===== src/rtl/gp_pkg.sv =====
// rtl/gp_pkg.sv - shared widths and FSM state type for the grasshopper job arbiter
// Contents: GP_KEY_W (job word width), GP_BLK_W (result width), GP_CNT_W (bit counter width),
//           gp_state_e (arbiter FSM states).
package gp_pkg;

    localparam int GP_KEY_W = 256;
    localparam int GP_BLK_W = 128;
    localparam int GP_CNT_W = 7;

    typedef enum logic [1:0] {
        IDLE = 2'd0,
        LOAD = 2'd1,
        RUN  = 2'd2,
        DONE = 2'd3
    } gp_state_e;

endpackage


===== src/rtl/gp_deser.sv =====
// rtl/gp_deser.sv - serial-to-parallel collector for the core's result bits
// Ports: clk, reset (sync, active-high), clr (start of a new job), bit_i / vld_i (serial bit and
//        its qualifier), data_o (128-bit word, first bit ends in the MSB), done_o (high while
//        the 128th valid bit is being accepted).
module gp_deser
    import gp_pkg::*;
(
    input  logic                clk,
    input  logic                reset,
    input  logic                clr,
    input  logic                bit_i,
    input  logic                vld_i,
    output logic [GP_BLK_W-1:0] data_o,
    output logic                done_o
);

    logic [GP_CNT_W-1:0] cnt;

    always_ff @(posedge clk) begin
        if (reset || clr) begin
            cnt    <= '0;
            data_o <= '0;
        end else if (vld_i) begin
            data_o <= {data_o[GP_BLK_W-2:0], bit_i};
            cnt    <= cnt + 1'b1;
        end
    end

    // The counter sits at all-ones while the 128th bit is on the input, so the FSM can
    // leave RUN on the same edge that shifts that bit in.
    assign done_o = vld_i && (cnt == '1);

endmodule


===== src/rtl/gp_arbiter.sv =====
// rtl/gp_arbiter.sv - two-requester round-robin front end for one grasshopper core
// Ports: clk, reset (sync, active-high); in_valid/in_ready[1:0], in_data0/in_data1 (job words);
//        core_load, core_data (to core), core_busy, core_dout, core_dout_vld (from core);
//        out_valid/out_ready, out_data, out_id, out_err (result channel).
module gp_arbiter
    import gp_pkg::*;
#(
    parameter int TIMEOUT = 1023
) (
    input  logic                clk,
    input  logic                reset,
    input  logic [1:0]          in_valid,
    output logic [1:0]          in_ready,
    input  logic [GP_KEY_W-1:0] in_data0,
    input  logic [GP_KEY_W-1:0] in_data1,
    output logic                core_load,
    output logic [GP_KEY_W-1:0] core_data,
    input  logic                core_busy,
    input  logic                core_dout,
    input  logic                core_dout_vld,
    output logic                out_valid,
    input  logic                out_ready,
    output logic [GP_BLK_W-1:0] out_data,
    output logic                out_id,
    output logic                out_err
);

    localparam int WD_W = $clog2(TIMEOUT + 1);

    gp_state_e           state;
    gp_state_e           state_next;
    logic                last_grant;
    logic                grant_id;
    logic                grant;
    logic [WD_W-1:0]     wd;
    logic                wd_expired;
    logic [GP_BLK_W-1:0] deser_data;
    logic                deser_done;

    // Core busy is informational only; job progress is tracked by the bit count and watchdog.
    logic unused_busy;
    assign unused_busy = core_busy;

    // When both request, the one that was not served last wins; otherwise the lone requester.
    always_comb begin
        grant_id = in_valid[1];
        if (in_valid == 2'b11) begin
            grant_id = ~last_grant;
        end
    end

    assign grant      = (state == IDLE) && (|in_valid);
    assign wd_expired = (wd == WD_W'(TIMEOUT - 1));

    always_comb begin
        state_next = state;
        in_ready   = 2'b00;
        case (state)
            IDLE: begin
                if (grant) begin
                    in_ready[grant_id] = 1'b1;
                    state_next         = LOAD;
                end
            end
            LOAD: state_next = RUN;
            RUN: begin
                if (deser_done || wd_expired) begin
                    state_next = DONE;
                end
            end
            DONE: begin
                if (out_ready) begin
                    state_next = IDLE;
                end
            end
            default: state_next = IDLE;
        endcase
    end

    always_ff @(posedge clk) begin
        if (reset) begin
            state      <= IDLE;
            core_data  <= '0;
            out_id     <= 1'b0;
            out_err    <= 1'b0;
            last_grant <= 1'b1;
            wd         <= '0;
        end else begin
            state <= state_next;
            if (grant) begin
                core_data <= grant_id ? in_data1 : in_data0;
                out_id    <= grant_id;
                out_err   <= 1'b0;
                wd        <= '0;
            end
            if (state == RUN) begin
                wd <= wd + 1'b1;
                // A final bit arriving on the expiry cycle still counts as a good result.
                if (wd_expired && !deser_done) begin
                    out_err <= 1'b1;
                end
            end
            if ((state == DONE) && out_ready) begin
                last_grant <= out_id;
            end
        end
    end

    gp_deser u_deser (
        .clk    (clk),
        .reset  (reset),
        .clr    (grant),
        .bit_i  (core_dout),
        .vld_i  (core_dout_vld && (state == RUN)),
        .data_o (deser_data),
        .done_o (deser_done)
    );

    assign core_load = (state == LOAD);
    assign out_valid = (state == DONE);
    assign out_data  = (out_valid && !out_err) ? deser_data : '0;

endmodule


===== config.mk =====
export PLATFORM = sky130hd
export DESIGN_NAME = gp_arbiter
export DESIGN_NICKNAME = d
export VERILOG_FILES = /design/src/rtl/gp_pkg.sv /design/src/rtl/gp_deser.sv /design/src/rtl/gp_arbiter.sv
export SDC_FILE = /design/constraint.sdc
export NUM_CORES = 1
export LEC_CHECK = 0
export CAP_MARGIN = 30
export CORE_AREA = 2 2 350 352
export DETAILED_ROUTE_END_ITERATION = 10
export DIE_AREA = 0 0 352 354
export GPL_TIMING_DRIVEN = 0
export SYNTH_ARGS = -nofsm -noshare
export SYNTH_HDL_FRONTEND = slang
export SYNTH_HIERARCHICAL = 1
export SYNTH_SLANG_ARGS = --single-unit

===== constraint.sdc =====
create_clock -name clk -period 2.3 [get_ports clk]
set_input_delay 0.345 -clock clk [delete_from_list [all_inputs] [get_ports clk]]
set_output_delay 0.345 -clock clk [all_outputs]
set_load 0.01 [all_outputs]

; ---- Word level (Yosys, flattened, before mapping)
; Index checks and enable logic that the tools add are counted.
[word_totals]
regBits = 406
inputBits = 520
[classes]
mux = 16
bitwise = 1
magnitude_cmp = 2
reduce_logical = 15
n_eq_ne = 9
add_sub_neg = 2
[op_table]
columns = operator, n
row1 = 2-to-1 mux 256 bit, 1
row2 = 2-to-1 mux 128 bit, 1
row3 = 2-to-1 mux 10 bit, 2
row4 = "adder 10 x 1 -> 10 bit, second input constant", 1
row5 = "equality test 10 bit, second input constant", 1
row6 = 2-to-1 mux 2 bit, 5
row7 = one-hot mux 2 bit (4 select lines), 1
row8 = "adder 7 x 1 -> 7 bit, second input constant", 1
row9 = "equality test 7 bit, second input constant", 1
row10 = logical AND 1 bit, 7
row11 = "equality test 2 bit, second input constant", 3
row12 = 2-to-1 mux 1 bit, 5
row13 = "inequality test 2 x 1 -> 1 bit, second input constant", 2
row14 = AND reduction 3 bit, 1
row15 = "equality test 2 x 1 -> 1 bit, second input constant", 1
row16 = logical NOT 1 bit, 2
row17 = logical NOT 2 bit, 1
row18 = logical OR 1 bit, 2
row19 = "< comparator 1 x 2 -> 1 bit, second input constant", 1
row20 = "inequality test 2 bit, second input constant", 1
row21 = nonzero test 2 bit, 1
row22 = OR reduction 2 bit, 1
row23 = demux 1 bit (select 1 bit), 1
row24 = ">= comparator 1 bit, second input constant", 1
row25 = NOT 1 bit, 1

; ---- Logic depth before layout (Yosys ltp)
[logic_depth]
depth_word = 8
mapped_depth = 12
ltp_nobuf = 9

; ---- Modules after synthesis
; Netlist, hierarchy kept.
[by_module_without_submodules]
columns = module, instances, area_per_inst_um2, cells_per_inst
row1 = gp_arbiter, 1, 10990.5, 1128
row2 = gp_deser, 1, 4783.3, 446

; ---- Least setup slack after synthesis
; Ideal clock, no wire load.
[synth_timing]
path_kind = flip-flop to flip-flop
startpoint = register state[0]
endpoint = register state[0]
required_time_ps = 2228
n_path_buf = 3
setup_ps = 72
arrival_ps = 2140
stages_incl_launch_ff = 13
setup_slack_ps = 88
path_cell_list = dfxtp_1 -> inv_1 -> ha_1 -> buf_2 -> clkbuf_1 -> and2_1 -> buf_2 -> nand4_2 -> nor3_1 -> nor2b_1 -> o31a_1 -> a221oi_4 -> mux2i_1
[synth_between]
elab_chain_cells = 6
word_cells_on_any_way = 13
classes_between = eq/ne: 6 / mux: 1 / reduce/logical: 6
[synth_rtl]
columns = item, line_no
row1 = "start, declared", gp_arbiter.sv:30  ; gp_state_e state;
row2 = "start signal, assigned", gp_arbiter.sv:89  ; state <= state_next;
row3 = equality test 2 bit, gp_arbiter.sv:114  ; .vld_i (core_dout_vld && (state == RUN)),
row4 = logical AND 1 bit, gp_arbiter.sv:114
row5 = logical AND 1 bit, gp_deser.sv:31  ; assign done_o = vld_i && (cnt == '1);
row6 = named net deser_done, gp_arbiter.sv:38  ; logic deser_done;
row7 = logical OR 1 bit, gp_arbiter.sv:67  ; if (deser_done || wd_expired) begin
row8 = inequality test 2 bit (no line), n/a
row9 = AND reduction 3 bit (no line), n/a
; The timed path passes the listed nets, and every way through them passes these cells.
; A chain may end at the register's enable or synchronous reset.

; ---- Final worst setup path
[layout_timing]
startpoint = register state[0]
endpoint = output port out_data[68]
[layout_between]
elab_chain_cells = 3
[layout_rtl]
columns = item, line_no
row1 = equality test 2 bit, gp_arbiter.sv:120  ; assign out_valid = (state == DONE);
row2 = logical AND 1 bit, gp_arbiter.sv:121  ; assign out_data = (out_valid && !out_err) ? deser_data : '0;
row3 = 2-to-1 mux 128 bit, gp_arbiter.sv:121
row4 = "end, declared", gp_arbiter.sv:23  ; output logic [GP_BLK_W-1:0] out_data,
; No other way between the ends.

==> results.py <==
metrics = {
    "synthesis": {
        "yosys.area.top_type_share": 0.515,
        "ys_seq_area_frac": 0.515,
        "ys.warnings.count": 6,
        "syn_inst": 1574,
        "yosysTopAreaCell": "dfxtp_1",
        "synth.area.top_cells": "dfxtp_1 (52%), a222oi_1 (16%), nor2_1 (9.6%)",
        "synth.ff_latch_count": 406,
        "syn_area_sq_um": 15800,
        "synth_cell_types": 36,
        "postSynthAreaPerCell_sq_um": 10.0,
        "syn_nets": 2102,
    },
    "power_and_ir_drop": {
        "p_leak_nw": 10.9,
        "switching_share": 0.353,
        "ir_drop_uv": 681,
        "p_int_mw": 17.8,
        "power.density_nw_per_um2": 925,
        "p_comb_frac": 0.385,
        "total_power_mw": 27.5,
        "pwr-share-clk": 0.301,
        "p_switching_mw": 9.72,
        "seqPwrFrac": 0.315,
    },
    "clock_tree": {
        "cts.sinks": 406,
        "clk_pin_slew_ps": 60,
        "hold_buffers": 0,
        "clock_path_buffers": 3,
        "numCtsBuffers": 50,
        "clkLatencyLatePin_ps": 620,
        "cts_tree": "yes",
        "clock-root-buffer": "clkbuf_16",
        "cts_max_level": 2,
    },
    "sta": {
        "finalCriticalPeriod_ps": 2410,
        "fin_crit_sh": 1.05,
        "slew_headroom": 0.407,
        "fin_worst_skew_ps": 36.6,
        "fin_hold_ws_ps": 336,
        "fmax_ghz": 0.415,
        "worst_slack_ps": -113,
        "setup_viol": 111,
        "rsz0062_at_grt": "true",
        "tightest_slew_ps": 890,
        "slew_violations": 0,
        "finalHoldViolCount": 0,
    },
    "worst_setup_path": {
        "required_ps": 1960,
        "regToRegSetupSlack_ps": 70,
        "crit_type": "register to primary output",
        "arrival_ps": 2070,
        "crit_fanout": 5,
        "worstSetupPathDepth": 7,
        "reg2reg_depth": 10,
        "cp-start-kind": "register",
        "cp-endpoint": "out_data[68]",
        "slowest_stage": "dfxtp_4",
        "cp_common_cell": "buf_6",
        "crit_chain": "ha_4, nor2b_4, buf_12, buf_6, buf_8, and2_4, buf_6",
        "cp_top_family": "buffers and inverters",
        "startpoint": "state[0]$_SDFFE_PP0P_",
        "crit_buf_inv": 4,
        "rr_startpoint": "state[1]$_SDFFE_PP0P_",
        "r2r-end": "core_data[140]$_SDFFE_PP0P_",
        "critical_path.max_stage_delay_ps": 370,
        "cp-end-kind": "primary output",
    },
    "global_route": {
        "grt_pass1_wl_microns": 143000,
        "first_global_vias": 17200,
        "grt_max_degree": 15,
        "antenna_found_initial": 61,
        "globalRouteTotalUtil": 0.164,
        "gr-total-overflow": 0,
    },
    "final_layout": {
        "nets": 3100,
        "drive_gt1_frac": 0.190,
        "areaGrowthSynthToFinish_pct": 88.8,
        "final_cell_area_sq_um": 29800,
    },
    "drt": {
        "dr.pass1.iters": 11,
        "drc": 0,
        "drt_iter0_drc": 2411,
        "vias": 17900,
        "drt-total-wl_microns": 108000,
        "drtAntennaViolNets": 0,
        "routedWlPerCell_microns": 25.3,
        "vias_per_cell": 4.20,
    },
    "placed_design": {
        "portBuffers": 908,
        "place.gp.congestion": 0.925,
        "dpl_cell_area_sq_um": 27000,
        "dp_hpwl_microns": 87400,
    },
    "floorplan": {
        "floorplan.initialDensity": 0.130,
        "die_height_microns": 354,
        "core_sq_um": 121000,
        "num_io_pins": 910,
        "fp-row-count": 128,
        "dieWidth_microns": 352,
        "dieArea_sq_um": 125000,
    },
    "flow_run": {
        "max-cap-violations": 0,
    },
    "hold_path": {
        "hold_path.class": "input port to register",
    },
    "status": {
        "status": "finished, violations left",
        "violations": "setup timing",
    },
}
## worst register-to-register path, cell delays in order (launching register included)
cell and delay (ps):
dfxtp_4 360, inv_2 90, ha_4 170, nand2_1 90, a21oi_4 150, buf_12 150
buf_8 140, buf_2 410, buf_4 330, a222oi_1 120, nor2_1 130
## through the flow
stage	setup TNS, ps	cells	setup slack (ps)	utilization
floorplan	0	1574	88.4	-
global placement	-428760	4107	-1430	0.222
detailed placement	-392790	4112	-1430	0.223
CTS	-17960	4231	-218	0.243
global route	-16450	4263	-205	0.246
finish	-5570	4267	-113	0.246
## sequential cells by signal (all words and copies together) (netlist names)
name / flops
wd: 10
out_err: 1
core_data: 256
u_deser/cnt: 7
last_grant: 1
state: 2
out_id: 1
u_deser/data_o: 128
## synthesized netlist by cell type (all sizes together)
cell type / count
a21oi: 8
a221oi: 1
a222oi: 256
a22oi: 1
a311o: 1
a311oi: 4
and2: 130
and2b: 1
and3: 1
and4: 1
buf: 110
clkbuf: 52
dfxtp: 406
ha: 8
inv: 7
mux2: 4
mux2i: 132
nand2: 11
nand2b: 4
nand3: 5
nand4: 5
nor2: 404
nor2b: 2
nor3: 3
o21ai: 8
o21bai: 1
o31a: 1
or2: 1
or3: 2
xnor2: 1
xor2: 3
## logic make-up after synthesis
kind of cell	share of synthesized area
muxes	0.0866
buffers and inverters	0.0552
AOI/OAI and AO/OA	0.174
and+or+nand+nor	0.160
adders and majority gates	0.00635
xor gates and xnor gates	0.00222
DFF	0.515
## cells in the final DEF, fill, tap and decap left out, types with 3 or more instances in the layout
cell	instances
a21oi_1	6
a222oi_1	256
a311oi_1	4
and2_1	32
and2_4	98
buf_12	8
buf_2	81
buf_4	48
buf_6	119
buf_8	18
bufinv_16	4
clkbuf_1	44
clkbuf_16	54
clkbuf_2	5
clkbuf_4	7
clkbuf_8	14
clkdlybuf4s50_1	776
clkinv_2	9
dfxtp_1	404
diode_2	30
ha_1	6
inv_1	5
mux2_2	4
mux2i_1	132
nand2_1	10
nand2b_1	4
nand3_1	5
nand4_1	4
nor2_1	404
o21ai_0	7
xor2_1	3
## area by class of cell
class / instances / area (sq um)
diodes: 30 / 75.1
plain buffers: 160 / 1120
clock buffers: 71 / 1430
clock inverters: 21 / 265
fillers: 13000 / 91100
inverters: 7 / 26.3
multi-input cells: 999 / 7100
flip-flops and latches: 406 / 8140
well taps: 1625 / 2030
repair buffers: 948 / 9610
## power groups by stage
| stage | Clock, mW | Sequential, mW | Combinational (mW) |
|---|---|---|---|
| 5_1_grt | 8.79 | 8.74 | 11.2 |
| 4_1_cts | 8.52 | 8.65 | 10.5 |
| 6_report | 8.28 | 8.67 | 10.6 |
| 2_1_floorplan | 0 | 9.05 | 4.21 |
| 3_5_place_dp | 0 | 8.77 | 9.85 |
| 3_3_place_gp | 0 | 8.75 | 9.75 |
## per-layer routing
metal	global-route usage	wire length [microns]	vias to the layer above
met1	0.188	40900	8729
met2	0.271	51100	1053
met3	0.0582	11000	198
met5	0	80	-
met4	0.0779	4900	12
li1	-	-	7913
## how the worst min path moves through the flow
| stage | slack (ps) | endpoint | startpoint | cells past startpoint |
|---|---|---|---|---|
| floorplan | 450 | u_deser/data_o[127]$_SDFFE_PP0P_ | u_deser/data_o[127]$_SDFFE_PP0P_ | 2 |
| global placement | 470 | u_deser/data_o[127]$_SDFFE_PP0P_ | u_deser/data_o[127]$_SDFFE_PP0P_ | 2 |
| detailed placement | 480 | u_deser/cnt[6]$_SDFFE_PP0P_ | u_deser/cnt[6]$_SDFFE_PP0P_ | 2 |
| CTS | 260 | core_data[238]$_SDFFE_PP0P_ | in_data1[238] | 3 |
| global route | 300 | core_data[238]$_SDFFE_PP0P_ | in_data1[238] | 3 |
| finish | 340 | core_data[238]$_SDFFE_PP0P_ | in_data1[238] | 3 |
## what timing repair did
| item | CTS | global route |
|---|---|---|
| hold endpoints to repair | 0 | 0 |
| setup endpoints to repair | 537 | 198 |
| resized for setup | 821 | 85 |
| setup buffers | 20 | 8 |
| cloned | 7 | 1 |
| pin swaps | 30 | 5 |
(Power assumes the default switching activity.)
